$ cat src/rtl/jesd204b_link_controller_if.sv
// Lane-status inputs and link-status outputs of the JESD204B link controller.
// The master side drives lane events; the slave side is the controller itself.
interface jesd204b_link_controller_if #(
  parameter int unsigned CNT_WIDTH = 8
) ();
  logic                 i_sysref_done;
  logic                 i_lmfc_edge;
  logic                 i_k_det;
  logic                 i_a_det;
  logic                 i_char_err;
  logic                 i_resync_req;
  logic                 o_sync_n;
  logic                 o_data_valid;
  logic [2:0]           o_state;
  logic [CNT_WIDTH-1:0] o_err_cnt;
  logic                 o_ilas_err;

  modport master (
    output i_sysref_done, i_lmfc_edge, i_k_det, i_a_det, i_char_err, i_resync_req,
    input  o_sync_n, o_data_valid, o_state, o_err_cnt, o_ilas_err
  );

  modport slave (
    input  i_sysref_done, i_lmfc_edge, i_k_det, i_a_det, i_char_err, i_resync_req,
    output o_sync_n, o_data_valid, o_state, o_err_cnt, o_ilas_err
  );
endinterface

$ cat src/rtl/jesd204b_link_controller.sv
// JESD204B receive link controller: CGS, SYNC~ release on LMFC, ILAS checking,
// DATA with error-threshold resync. All outputs are registered.
module jesd204b_link_controller #(
  parameter int unsigned CGS_K_CNT  = 4,
  parameter int unsigned ILAS_MF    = 4,
  parameter int unsigned ERR_THRESH = 3,
  parameter int unsigned CNT_WIDTH  = 8
) (
  input  logic                      dclk,
  input  logic                      rst_n,
  jesd204b_link_controller_if.slave lnk
);

  typedef enum logic [2:0] {
    ST_IDLE      = 3'd0,
    ST_CGS       = 3'd1,
    ST_SYNC_WAIT = 3'd2,
    ST_ILAS      = 3'd3,
    ST_DATA      = 3'd4
  } state_e;

  localparam logic [7:0]           K_LAST      = 8'(CGS_K_CNT - 1);
  localparam logic [7:0]           MF_LAST     = 8'(ILAS_MF - 1);
  localparam logic [7:0]           ERR_LAST    = 8'(ERR_THRESH - 1);
  localparam logic [CNT_WIDTH-1:0] ERR_CNT_MAX = {CNT_WIDTH{1'b1}};
  localparam logic [CNT_WIDTH-1:0] ERR_CNT_ONE = {{(CNT_WIDTH-1){1'b0}}, 1'b1};

  // Internal counters stop at their maximum instead of wrapping.
  function automatic logic [7:0] sat_inc8(input logic [7:0] v);
    return (v == 8'hFF) ? v : v + 8'd1;
  endfunction

  state_e               state_q, state_d, fsm_next_s;
  logic [7:0]           k_cnt_q, k_cnt_d, k_cnt_s;
  logic [7:0]           mf_cnt_q, mf_cnt_d, mf_cnt_s;
  logic [7:0]           run_err_q, run_err_d, run_err_s;
  logic                 a_seen_q, a_seen_d, a_seen_s;
  logic                 sysref_seen_q, sysref_seen_d;
  logic                 ilas_err_q, ilas_err_d;
  logic [CNT_WIDTH-1:0] err_cnt_q, err_cnt_d;
  logic                 sync_n_q, sync_n_d;
  logic                 data_valid_q, data_valid_d;
  logic                 resync_s;
  logic                 enter_cgs_s;

  // Next-state, counter and output computation.
  always_comb begin
    fsm_next_s = state_q;
    k_cnt_s    = k_cnt_q;
    mf_cnt_s   = mf_cnt_q;
    a_seen_s   = a_seen_q;
    run_err_s  = run_err_q;
    ilas_err_d = ilas_err_q;

    case (state_q)
      ST_IDLE: begin
        if (sysref_seen_q || lnk.i_sysref_done) fsm_next_s = ST_CGS;
        else                                    fsm_next_s = ST_IDLE;
      end
      ST_CGS: begin
        if (lnk.i_k_det && !lnk.i_char_err) begin
          k_cnt_s = sat_inc8(k_cnt_q);
          if (k_cnt_q == K_LAST) fsm_next_s = ST_SYNC_WAIT;
          else                   fsm_next_s = ST_CGS;
        end else begin
          k_cnt_s = 8'd0;
        end
      end
      ST_SYNC_WAIT: begin
        // A character error outranks the LMFC edge: sync is not trusted.
        if (lnk.i_char_err)       fsm_next_s = ST_CGS;
        else if (lnk.i_lmfc_edge) fsm_next_s = ST_ILAS;
        else                      fsm_next_s = ST_SYNC_WAIT;
      end
      ST_ILAS: begin
        if (lnk.i_lmfc_edge) begin
          a_seen_s = 1'b0;
          if (!(a_seen_q || lnk.i_a_det)) begin
            ilas_err_d = 1'b1;
            fsm_next_s = ST_CGS;
          end else if (mf_cnt_q == MF_LAST) begin
            fsm_next_s = ST_DATA;
          end else begin
            mf_cnt_s = sat_inc8(mf_cnt_q);
          end
        end else begin
          a_seen_s = a_seen_q | lnk.i_a_det;
        end
      end
      ST_DATA: begin
        if (lnk.i_char_err) begin
          run_err_s = sat_inc8(run_err_q);
          if (run_err_q == ERR_LAST) fsm_next_s = ST_CGS;
          else                       fsm_next_s = ST_DATA;
        end else begin
          run_err_s = run_err_q;
        end
      end
      default: fsm_next_s = ST_IDLE;
    endcase

    resync_s    = lnk.i_resync_req && (state_q != ST_IDLE);
    state_d     = resync_s ? ST_CGS : fsm_next_s;
    enter_cgs_s = (state_d == ST_CGS) && ((state_q != ST_CGS) || resync_s);

    k_cnt_d   = enter_cgs_s ? 8'd0 : k_cnt_s;
    mf_cnt_d  = enter_cgs_s ? 8'd0 : mf_cnt_s;
    a_seen_d  = enter_cgs_s ? 1'b0 : a_seen_s;
    run_err_d = enter_cgs_s ? 8'd0 : run_err_s;

    sysref_seen_d = sysref_seen_q | lnk.i_sysref_done;

    if ((state_q != ST_IDLE) && lnk.i_char_err && (err_cnt_q != ERR_CNT_MAX))
      err_cnt_d = err_cnt_q + ERR_CNT_ONE;
    else
      err_cnt_d = err_cnt_q;

    sync_n_d     = (state_d == ST_ILAS) || (state_d == ST_DATA);
    data_valid_d = (state_d == ST_DATA);
  end

  // State, counter and output registers.
  always_ff @(posedge dclk or negedge rst_n) begin
    if (!rst_n) begin
      state_q       <= ST_IDLE;
      k_cnt_q       <= 8'd0;
      mf_cnt_q      <= 8'd0;
      run_err_q     <= 8'd0;
      a_seen_q      <= 1'b0;
      sysref_seen_q <= 1'b0;
      ilas_err_q    <= 1'b0;
      err_cnt_q     <= {CNT_WIDTH{1'b0}};
      sync_n_q      <= 1'b0;
      data_valid_q  <= 1'b0;
    end else begin
      state_q       <= state_d;
      k_cnt_q       <= k_cnt_d;
      mf_cnt_q      <= mf_cnt_d;
      run_err_q     <= run_err_d;
      a_seen_q      <= a_seen_d;
      sysref_seen_q <= sysref_seen_d;
      ilas_err_q    <= ilas_err_d;
      err_cnt_q     <= err_cnt_d;
      sync_n_q      <= sync_n_d;
      data_valid_q  <= data_valid_d;
    end
  end

  assign lnk.o_state      = state_q;
  assign lnk.o_sync_n     = sync_n_q;
  assign lnk.o_data_valid = data_valid_q;
  assign lnk.o_err_cnt    = err_cnt_q;
  assign lnk.o_ilas_err   = ilas_err_q;

endmodule
$ cat src/flat_wrapper.sv
// flat-port wrapper written by rule: the top's interface ports become plain ports
module jesd204b_link_controller_flat 
#(
  parameter int unsigned CGS_K_CNT  = 4,
  parameter int unsigned ILAS_MF    = 4,
  parameter int unsigned ERR_THRESH = 3,
  parameter int unsigned CNT_WIDTH  = 8
)
  (dclk, rst_n, lnk_i_sysref_done, lnk_i_lmfc_edge, lnk_i_k_det, lnk_i_a_det, lnk_i_char_err, lnk_i_resync_req, lnk_o_sync_n, lnk_o_data_valid, lnk_o_state, lnk_o_err_cnt, lnk_o_ilas_err);
  jesd204b_link_controller_if #(.CNT_WIDTH(CNT_WIDTH)) lnk_i ();
  input  logic dclk;
  input  logic rst_n;
  input wire logic [$bits(lnk_i.i_sysref_done)-1:0] lnk_i_sysref_done;
  input wire logic [$bits(lnk_i.i_lmfc_edge)-1:0] lnk_i_lmfc_edge;
  input wire logic [$bits(lnk_i.i_k_det)-1:0] lnk_i_k_det;
  input wire logic [$bits(lnk_i.i_a_det)-1:0] lnk_i_a_det;
  input wire logic [$bits(lnk_i.i_char_err)-1:0] lnk_i_char_err;
  input wire logic [$bits(lnk_i.i_resync_req)-1:0] lnk_i_resync_req;
  output wire logic [$bits(lnk_i.o_sync_n)-1:0] lnk_o_sync_n;
  output wire logic [$bits(lnk_i.o_data_valid)-1:0] lnk_o_data_valid;
  output wire logic [$bits(lnk_i.o_state)-1:0] lnk_o_state;
  output wire logic [$bits(lnk_i.o_err_cnt)-1:0] lnk_o_err_cnt;
  output wire logic [$bits(lnk_i.o_ilas_err)-1:0] lnk_o_ilas_err;
  assign lnk_i.i_sysref_done = lnk_i_sysref_done;
  assign lnk_i.i_lmfc_edge = lnk_i_lmfc_edge;
  assign lnk_i.i_k_det = lnk_i_k_det;
  assign lnk_i.i_a_det = lnk_i_a_det;
  assign lnk_i.i_char_err = lnk_i_char_err;
  assign lnk_i.i_resync_req = lnk_i_resync_req;
  assign lnk_o_sync_n = lnk_i.o_sync_n;
  assign lnk_o_data_valid = lnk_i.o_data_valid;
  assign lnk_o_state = lnk_i.o_state;
  assign lnk_o_err_cnt = lnk_i.o_err_cnt;
  assign lnk_o_ilas_err = lnk_i.o_ilas_err;
  jesd204b_link_controller #(.CGS_K_CNT(CGS_K_CNT), .ILAS_MF(ILAS_MF), .ERR_THRESH(ERR_THRESH), .CNT_WIDTH(CNT_WIDTH)) u_core (.dclk(dclk), .rst_n(rst_n), .lnk(lnk_i));
endmodule
$ cat config.mk
export PLATFORM = sky130hd
export DESIGN_NAME = jesd204b_link_controller_flat
export DESIGN_NICKNAME = d
export VERILOG_FILES = /design/src/rtl/jesd204b_link_controller_if.sv /design/src/rtl/jesd204b_link_controller.sv /design/src/flat_wrapper.sv
export SDC_FILE = /design/constraint.sdc
export NUM_CORES = 1
export LEC_CHECK = 0
export ABC_CLOCK_PERIOD_IN_PS = 2050
export CORE_ASPECT_RATIO = 0.7
export CORE_MARGIN = 5
export CORE_UTILIZATION = 51
export CTS_CLUSTER_SIZE = 25
export DETAILED_ROUTE_END_ITERATION = 7
export PLACE_DENSITY = 0.74
export SYNTH_ARGS = -nofsm -noshare
export SYNTH_HDL_FRONTEND = slang
export SYNTH_SLANG_ARGS = --single-unit
$ cat constraint.sdc
create_clock -name dclk -period 2.05 [get_ports dclk]
set_input_delay 0.5125 -clock dclk [delete_from_list [all_inputs] [get_ports dclk]]
set_output_delay 0.5125 -clock dclk [all_outputs]
set_load 0.05 [all_outputs]
==> reports/summary.md, run 1 <==
### Placement
* post-detailed-placement cell area: 2650 um^2
* total placed cells including tap cells: 312
* HPWL reported at the end of detailed placement: 3660 um
* worst setup slack after placement: -0.475 ns
* port bufs: 21
* routability-driven placement congestion ratio: 0.911

### Routing
* number of vias after detailed routing: 1843
* DRC violation total after the first TritonRoute iteration: 142
* detailed-router iteration count before antenna repair: 4
* Wirelength per Cell: 15.3 um
* DRT Wirelength: 4950 um
* Vias per Instance: 5.71
* number of design rule violations left after detail routing: 0
* count of nets left with antenna violations after detail routing: 0

### Synthesis
* Gate Count Post-Synth: 218
* sequential element share of the synthesized area: 44.1%
* post-synthesis async set-or-reset flop share: 100%
* number of flops mapped to enable cells by yosys: 0
* Avg Cell Area, Syn: 10.4 um^2
* flop and latch count out of synthesis: 40
* most used flip-flop cell after synthesis: dfrtp_1
* Cell variety after synth: 51
* combined area of all synthesized cells: 2270 um^2
* total number of yosys warnings: 0
* syn nets: 231

### Timing
* actual slew at the worst max-slew pin: 0.525 ns
* minimum period implied by the final worst setup slack: 2.00 ns
* final worst clock skew: 0.00482 ns
* headroom to the max-slew limit: 64.9%
* ratio of final minimum period to clock period: 97.4%
* fmax: 501 MHz
* Finish-stage setup viols: 0
* Final Hold Viols: 0
* final-report max-slew violation count: 0
* final critical-path setup slack: 0.0530 ns
* Setup Total Neg Slack: 0 ns

### Critical path
* data arrival at the endpoint of the critical path: 1.48 ns
* launch point of the worst reg-to-reg path: u_core.mf_cnt_q[0]
* total buffers and inverters traversed by the critical path: 1
* Startpoint Class: flop
* peak fanout along the critical path: 2
* CP Launch Point: u_core.lnk.o_ilas_err
* type of destination of the critical path: output port
* chain of cells forming the critical path: clkdlybuf4s50_1
* cell with the largest stage delay on the worst path: clkdlybuf4s50_1
* type of the worst setup path: flop to output port
* worst path required time: 1.54 ns
* kind of cell adding the most delay to the critical path: buffers and inverters
* Slowest Stage Delay on Critical Path: 0.83 ns

### Pwr
* clock group share of total power: 27.4%
* cell leakage power: 1.32 nW
* total chip power: 2.07 mW
* pwr dens: 717 nW/um^2
* maximum VDD drop: 0.000708 V
* proportion of total power due to net switching: 34.6%
* cell internal pwr: 1.36 mW
* combinational share of power: 26.8%
* Seq pwr share: 45.8%
* switching power summed over all nets: 0.716 mW

### Cells and area
* share of cells above drive strength 1: 31.7%
* Antenna diodes: 0
* non-filler cells in the finished layout: 323
* area overhead of the layout relative to synthesis: 27.2%
* filler cell count: 348
* final cell area excluding filler cells: 2890 um^2
* number of nets in the layout: 280
* footprint of the multi-input gates: 1290 um^2
* FF/Latch Area: 1000 um^2

### GRT
* total routing resource utilization after global routing: 18.2%
* maximum number of pins on one net before global-route repair: 23
* global route total overflow: 0
* global-route wire length before repair: 8670 um
* number of global-route vias before repair: 1799
* antenna violations before repair: 0

### Die
* FP Rows: 20
* overall die area: 5910 um^2
* initial standard-cell utilization of the core: 52.5%
* die extent in x: 89.8 um
* placeable core area: 4330 um^2
* IO Pins: 22
* height of the die: 65.8 um

### Clock network
* largest buffer count on any clock path: 2
* CTS Sinks: 40
* Skew-Pair Late Insertion Delay: 0.29 ns
* number of CTS-inserted buffers: 5
* clock tree from TritonCTS: yes
* clock slew at the register clock pins of the worst setup and hold paths: 0.07 ns
* Max H-tree Level: 2
* root buf cell: clkbuf_8

### Worst hold path
* hold crit path type: input port to async pin

### Run status
* run status: finished, final reports clean

### Job
* count of max-cap constraint violations: 0

-- per-stage QoR --
step / hold WS (ns) / util (%)
6_report: 0.179 / 66.8
5_1_grt: 0.210 / 66.8
4_1_cts: 0.187 / 65.3
3_5_place_dp: 0.455 / 61.3
3_3_place_gp: 0.432 / 61.3
2_1_floorplan: 0.217 / -
-- sequential cells by signal (all words and copies together), names as in the netlist --
register                 cells
u_core.a_seen_q              1
u_core.k_cnt_q               8
u_core.lnk.o_data_valid      1
u_core.lnk.o_err_cnt         8
u_core.lnk.o_ilas_err        1
u_core.lnk.o_state           3
u_core.lnk.o_sync_n          1
u_core.mf_cnt_q              8
u_core.run_err_q             8
u_core.sysref_seen_q         1
-- cell usage after synthesis, drive strengths merged (2+ instances only) --
cell	n	share of area, %
nor4	3	1.8
nor2	28	5.3
xnor2	4	1.5
a21oi	13	3.7
buf	6	2.6
a41oi	2	1.1
nor2b	2	0.55
nand3	10	2.2
mux2	2	0.99
dfrtp	40	44
a211oi	4	1.5
nor3b	3	1.2
and4	5	2.0
and3	9	2.5
nand4	11	3.0
ha	5	2.8
nand3b	4	1.3
xor2	17	6.6
or2	3	0.83
o21ai	8	1.9
nor3	4	0.88
o31ai	4	1.5
and2	5	1.4
inv	3	0.50
nand2	11	1.8
-- worst paths after layout --
check | slack, ns | endpoint | cells after the start
worst max-delay path | 0.05 | lnk_o_ilas_err | 1
worst min-delay path | 0.18 | u_core.mf_cnt_q[0] | 1
worst max register to register | 0.12 | u_core.k_cnt_q[7] | 7
worst min register to register | 0.49 | u_core.sysref_seen_q | 1
max in group asynchronous | 1.34 | u_core.lnk.o_state[2] | 2
min in group dclk | 0.49 | u_core.sysref_seen_q | 1
-- power by group through the flow --
stage / Sequential (mW) / Clock (mW) / Combinational (mW)
after floorplan: 1.18 / 0 / 0.133
after global placement: 0.958 / 0 / 0.542
after detailed placement: 0.961 / 0 / 0.550
after CTS: 0.948 / 0.583 / 0.561
after global routing: 0.965 / 0.624 / 0.588
final: 0.950 / 0.568 / 0.555
-- kinds of logic after synthesis --
| kind of cell | Yosys count | share of synthesized area [%] |
|---|---|---|
| and+or+nand+nor | 103 | 27.6 |
| DFF | 40 | 44.1 |
| AOI/OAI and AO/OA | 37 | 12.9 |
| xor gates and xnor gates | 21 | 8.09 |
| buffers and inverters | 9 | 3.14 |
| adders and majority gates | 5 | 2.75 |
| muxes | 3 | 1.43 |
-- routing by layer --
layer	GRT usage, %	vias to the layer above	wire, um
met5	0	-	0
met4	5.85	0	68
met3	4.78	9	203
met2	27.3	36	2240
met1	25.7	907	2440
li1	-	891	-
-- cells in the final DEF (no fill, tap or decap), drive strengths merged, types with 5 or more instances in the layout --
cell,count
clkbuf,8
nor2,28
xor2,17
and3,9
nand2,11
and4,5
dfrtp,40
o21ai,8
a21oi,13
buf,39
nand3,10
clkdlybuf4s50,6
and2,5
ha,5
nand4,11
-- final cells by class --
| type | count | share of cell area [%] |
|---|---|---|
| clock buffers | 8 | 3.46 |
| repair buffers | 48 | 14.5 |
| flip-flops and latches | 40 | 34.7 |
| well taps | 55 | 2.38 |
| multi-input cells | 169 | 44.5 |
| inverters | 3 | 0.390 |
-- timing repair --
item                       CTS  global route
setup buffers                2             1
setup endpoints to repair   10            25
pin swaps                    3             6
hold buffers                 0             0
resized for setup            9            12
Power figures use the tool's default switching activity.
==> run 2, diff against run 1 <==
--- a/config.mk
+++ b/config.mk
@@ -12,6 +12,7 @@
 export CTS_CLUSTER_SIZE = 25
 export DETAILED_ROUTE_END_ITERATION = 7
 export PLACE_DENSITY = 0.74
+export SKIP_LAST_GASP = 1
 export SYNTH_ARGS = -nofsm -noshare
 export SYNTH_HDL_FRONTEND = slang
 export SYNTH_SLANG_ARGS = --single-unit
==> reports/summary.md, run 2 (synthesis gave the netlist of run 1 again) <==
### Run status
* run status: finished, final reports clean

### GRT
* total routing resource utilization after global routing: 18.2%, unchanged
* maximum number of pins on one net before global-route repair: 23, unchanged
* global route total overflow: 0, unchanged
* antenna violations before repair: 0, unchanged
* global-route wire length before repair: 8670 um, unchanged
* number of global-route vias before repair: 1799, unchanged

### Critical path
* data arrival at the endpoint of the critical path: 1.49 ns, about the same
* R2R depth: 6, -1
* total buffers and inverters traversed by the critical path: 1, unchanged
* cell with the largest stage delay on the worst path: clkdlybuf4s50_1
* launch point of the worst reg-to-reg path: u_core.lnk.o_state[1]
* kind of cell adding the most delay to the critical path: buffers and inverters
* type of the worst setup path: flop to output port
* peak fanout along the critical path: 2, unchanged
* chain of cells forming the critical path: clkdlybuf4s50_1
* worst reg2reg path endpoint: u_core.a_seen_q
* Startpoint Class: flop
* register-to-register setup slack: 0.11 ns, about the same
* type of destination of the critical path: output port
* worst path required time: 1.54 ns, about the same
* Slowest Stage Delay on Critical Path: 0.83 ns, about the same

### Routing
* DRC violation total after the first TritonRoute iteration: 120, -15%
* detailed-router iteration count before antenna repair: 4, unchanged
* Vias per Instance: 5.67, -0.71%
* number of design rule violations left after detail routing: 0, unchanged
* count of nets left with antenna violations after detail routing: 0, unchanged
* Wirelength per Cell: 15.3 um, about the same
* DRT Wirelength: 4960 um, about the same
* number of vias after detailed routing: 1830, -0.71%

### Pwr
* cell leakage power: 1.32 nW, +0.30%
* switching power summed over all nets: 0.715 mW, -0.13%
* pwr dens: 718 nW/um^2, +0.20%
* proportion of total power due to net switching: 34.5%, -0.054 points
* combinational share of power: 26.8%, about the same
* Seq pwr share: 45.8%, about the same
* clock group share of total power: 27.4%, about the same
* cell internal pwr: 1.36 mW, +0.11%
* maximum VDD drop: 0.000708 V, about the same

### Job
* count of max-cap constraint violations: 0, unchanged

### Clock network
* number of hold-repair buffers added at the cts stage: 0, unchanged
* root buf cell: clkbuf_8
* largest buffer count on any clock path: 2, unchanged
* clock tree from TritonCTS: yes
* Max H-tree Level: 2, unchanged
* clock slew at the register clock pins of the worst setup and hold paths: 0.07 ns, about the same
* CTS Sinks: 40, unchanged
* number of CTS-inserted buffers: 5, unchanged
* Skew-Pair Late Insertion Delay: 0.29 ns, about the same

### Die
* FP Rows: 20, unchanged
* die extent in x: 89.8 um, unchanged
* overall die area: 5910 um^2, unchanged
* initial standard-cell utilization of the core: 52.5%, unchanged
* height of the die: 65.8 um, unchanged
* placeable core area: 4330 um^2, unchanged
* IO Pins: 22, unchanged

### Timing
* Setup Total Neg Slack: 0 ns, unchanged
* fmax: 499 MHz, -0.35%
* headroom to the max-slew limit: 64.8%, -0.10 points
* final-report max-slew violation count: 0, unchanged
* Final Hold Viols: 0, unchanged
* unrepaired setup endpoints after global routing: false
* minimum period implied by the final worst setup slack: 2.00 ns, +0.00701 ns
* actual slew at the worst max-slew pin: 0.527 ns, +0.00149 ns
* final worst clock skew: 0.00482 ns, -0.00000402 ns
* Finish-stage setup viols: 0, unchanged
* ratio of final minimum period to clock period: 97.8%, +0.34 points

### Cells and area
* non-filler cells in the finished layout: 323, unchanged
* number of nets in the layout: 280, unchanged
* commonest cells after routing, fill and taps aside: dfrtp_1 (38), buf_4 (33), nor2_1 (22)
* Antenna diodes: 0, unchanged
* leading cell type in the layout, fill and taps excluded: dfrtp_1
* area overhead of the layout relative to synthesis: 27.0%
* share of cells above drive strength 1: 31.7%, unchanged

### Placement
* total placed cells including tap cells: 312, unchanged
* port bufs: 21, unchanged
* routability-driven placement congestion ratio: 0.911, unchanged
* HPWL reported at the end of detailed placement: 3660 um, unchanged

### Worst hold path
* hold crit path type: input port to async pin

## run 2: changes by cell type in the layout (fill, tap and decap cells not counted), sizes merged
cell and change:
dlygate4sd2 -1, dlymetal6s2s +1
## run 2: how the worst max path moves through the flow
stage | startpoint | end | slack, ns | depth (start not counted)
after floorplan | u_core.lnk.o_state[0] | u_core.k_cnt_q[1] | 0.008 | 6
after global placement | lnk_i_sysref_done | u_core.k_cnt_q[7] | -0.43 | 7
after detailed placement | lnk_i_sysref_done | u_core.k_cnt_q[7] | -0.48 | 7
after CTS | lnk_i_sysref_done | u_core.k_cnt_q[7] | -0.05 | 7
after global routing | u_core.mf_cnt_q[5] | u_core.run_err_q[6] | 0.004 | 7
final | u_core.lnk.o_ilas_err | lnk_o_ilas_err | 0.05 | 1
## run 2: repair_timing
action / in CTS / in global routing
setup endpoints to repair: 10 / 25
pin swaps: 3 / 7
gates resized for setup: 8 / 12
setup buffers: 2 / 1
## run 2: metal layers
metal	vias up	routed length, um	GRT usage (%)
li1	891	-	-
met1	904	2520	25.7
met2	26	2200	27.3
met3	9	168	4.78
met4	0	65	5.85
met5	-	0	0
## run 2: through the flow
step / cell area [um^2] / setup WS (ns) / total power, mW / utilization [%] / hold slack, ns
after floorplan: 2270 / 0.00790 / 1.31 / - / 0.217
after detailed placement: 2650 / -0.475 / 1.51 / 61.3 / 0.455
after CTS: 2830 / -0.0504 / 2.09 / 65.3 / 0.187
after global routing: 2890 / 0.00384 / 2.18 / 66.6 / 0.210
final: 2890 / 0.0460 / 2.07 / 66.6 / 0.181
after global placement: 2650 / -0.431 / 1.50 / 61.3 / 0.432
## run 2: cell type report
type                    count  area [um^2]
fillers                   345         1440
multi-input cells         169         1280
flip-flops and latches     40         1000
repair buffers             48          424
clock buffers               8          100
well taps                  55         68.8
inverters                   3         11.3
## run 2: power by group through the flow
stage | clock (mW) | combinational [mW] | sequential (mW)
3_3_place_gp | 0 | 0.542 | 0.958
2_1_floorplan | 0 | 0.133 | 1.18
6_report | 0.567 | 0.556 | 0.950
5_1_grt | 0.624 | 0.590 | 0.965
3_5_place_dp | 0 | 0.550 | 0.961
4_1_cts | 0.583 | 0.562 | 0.948
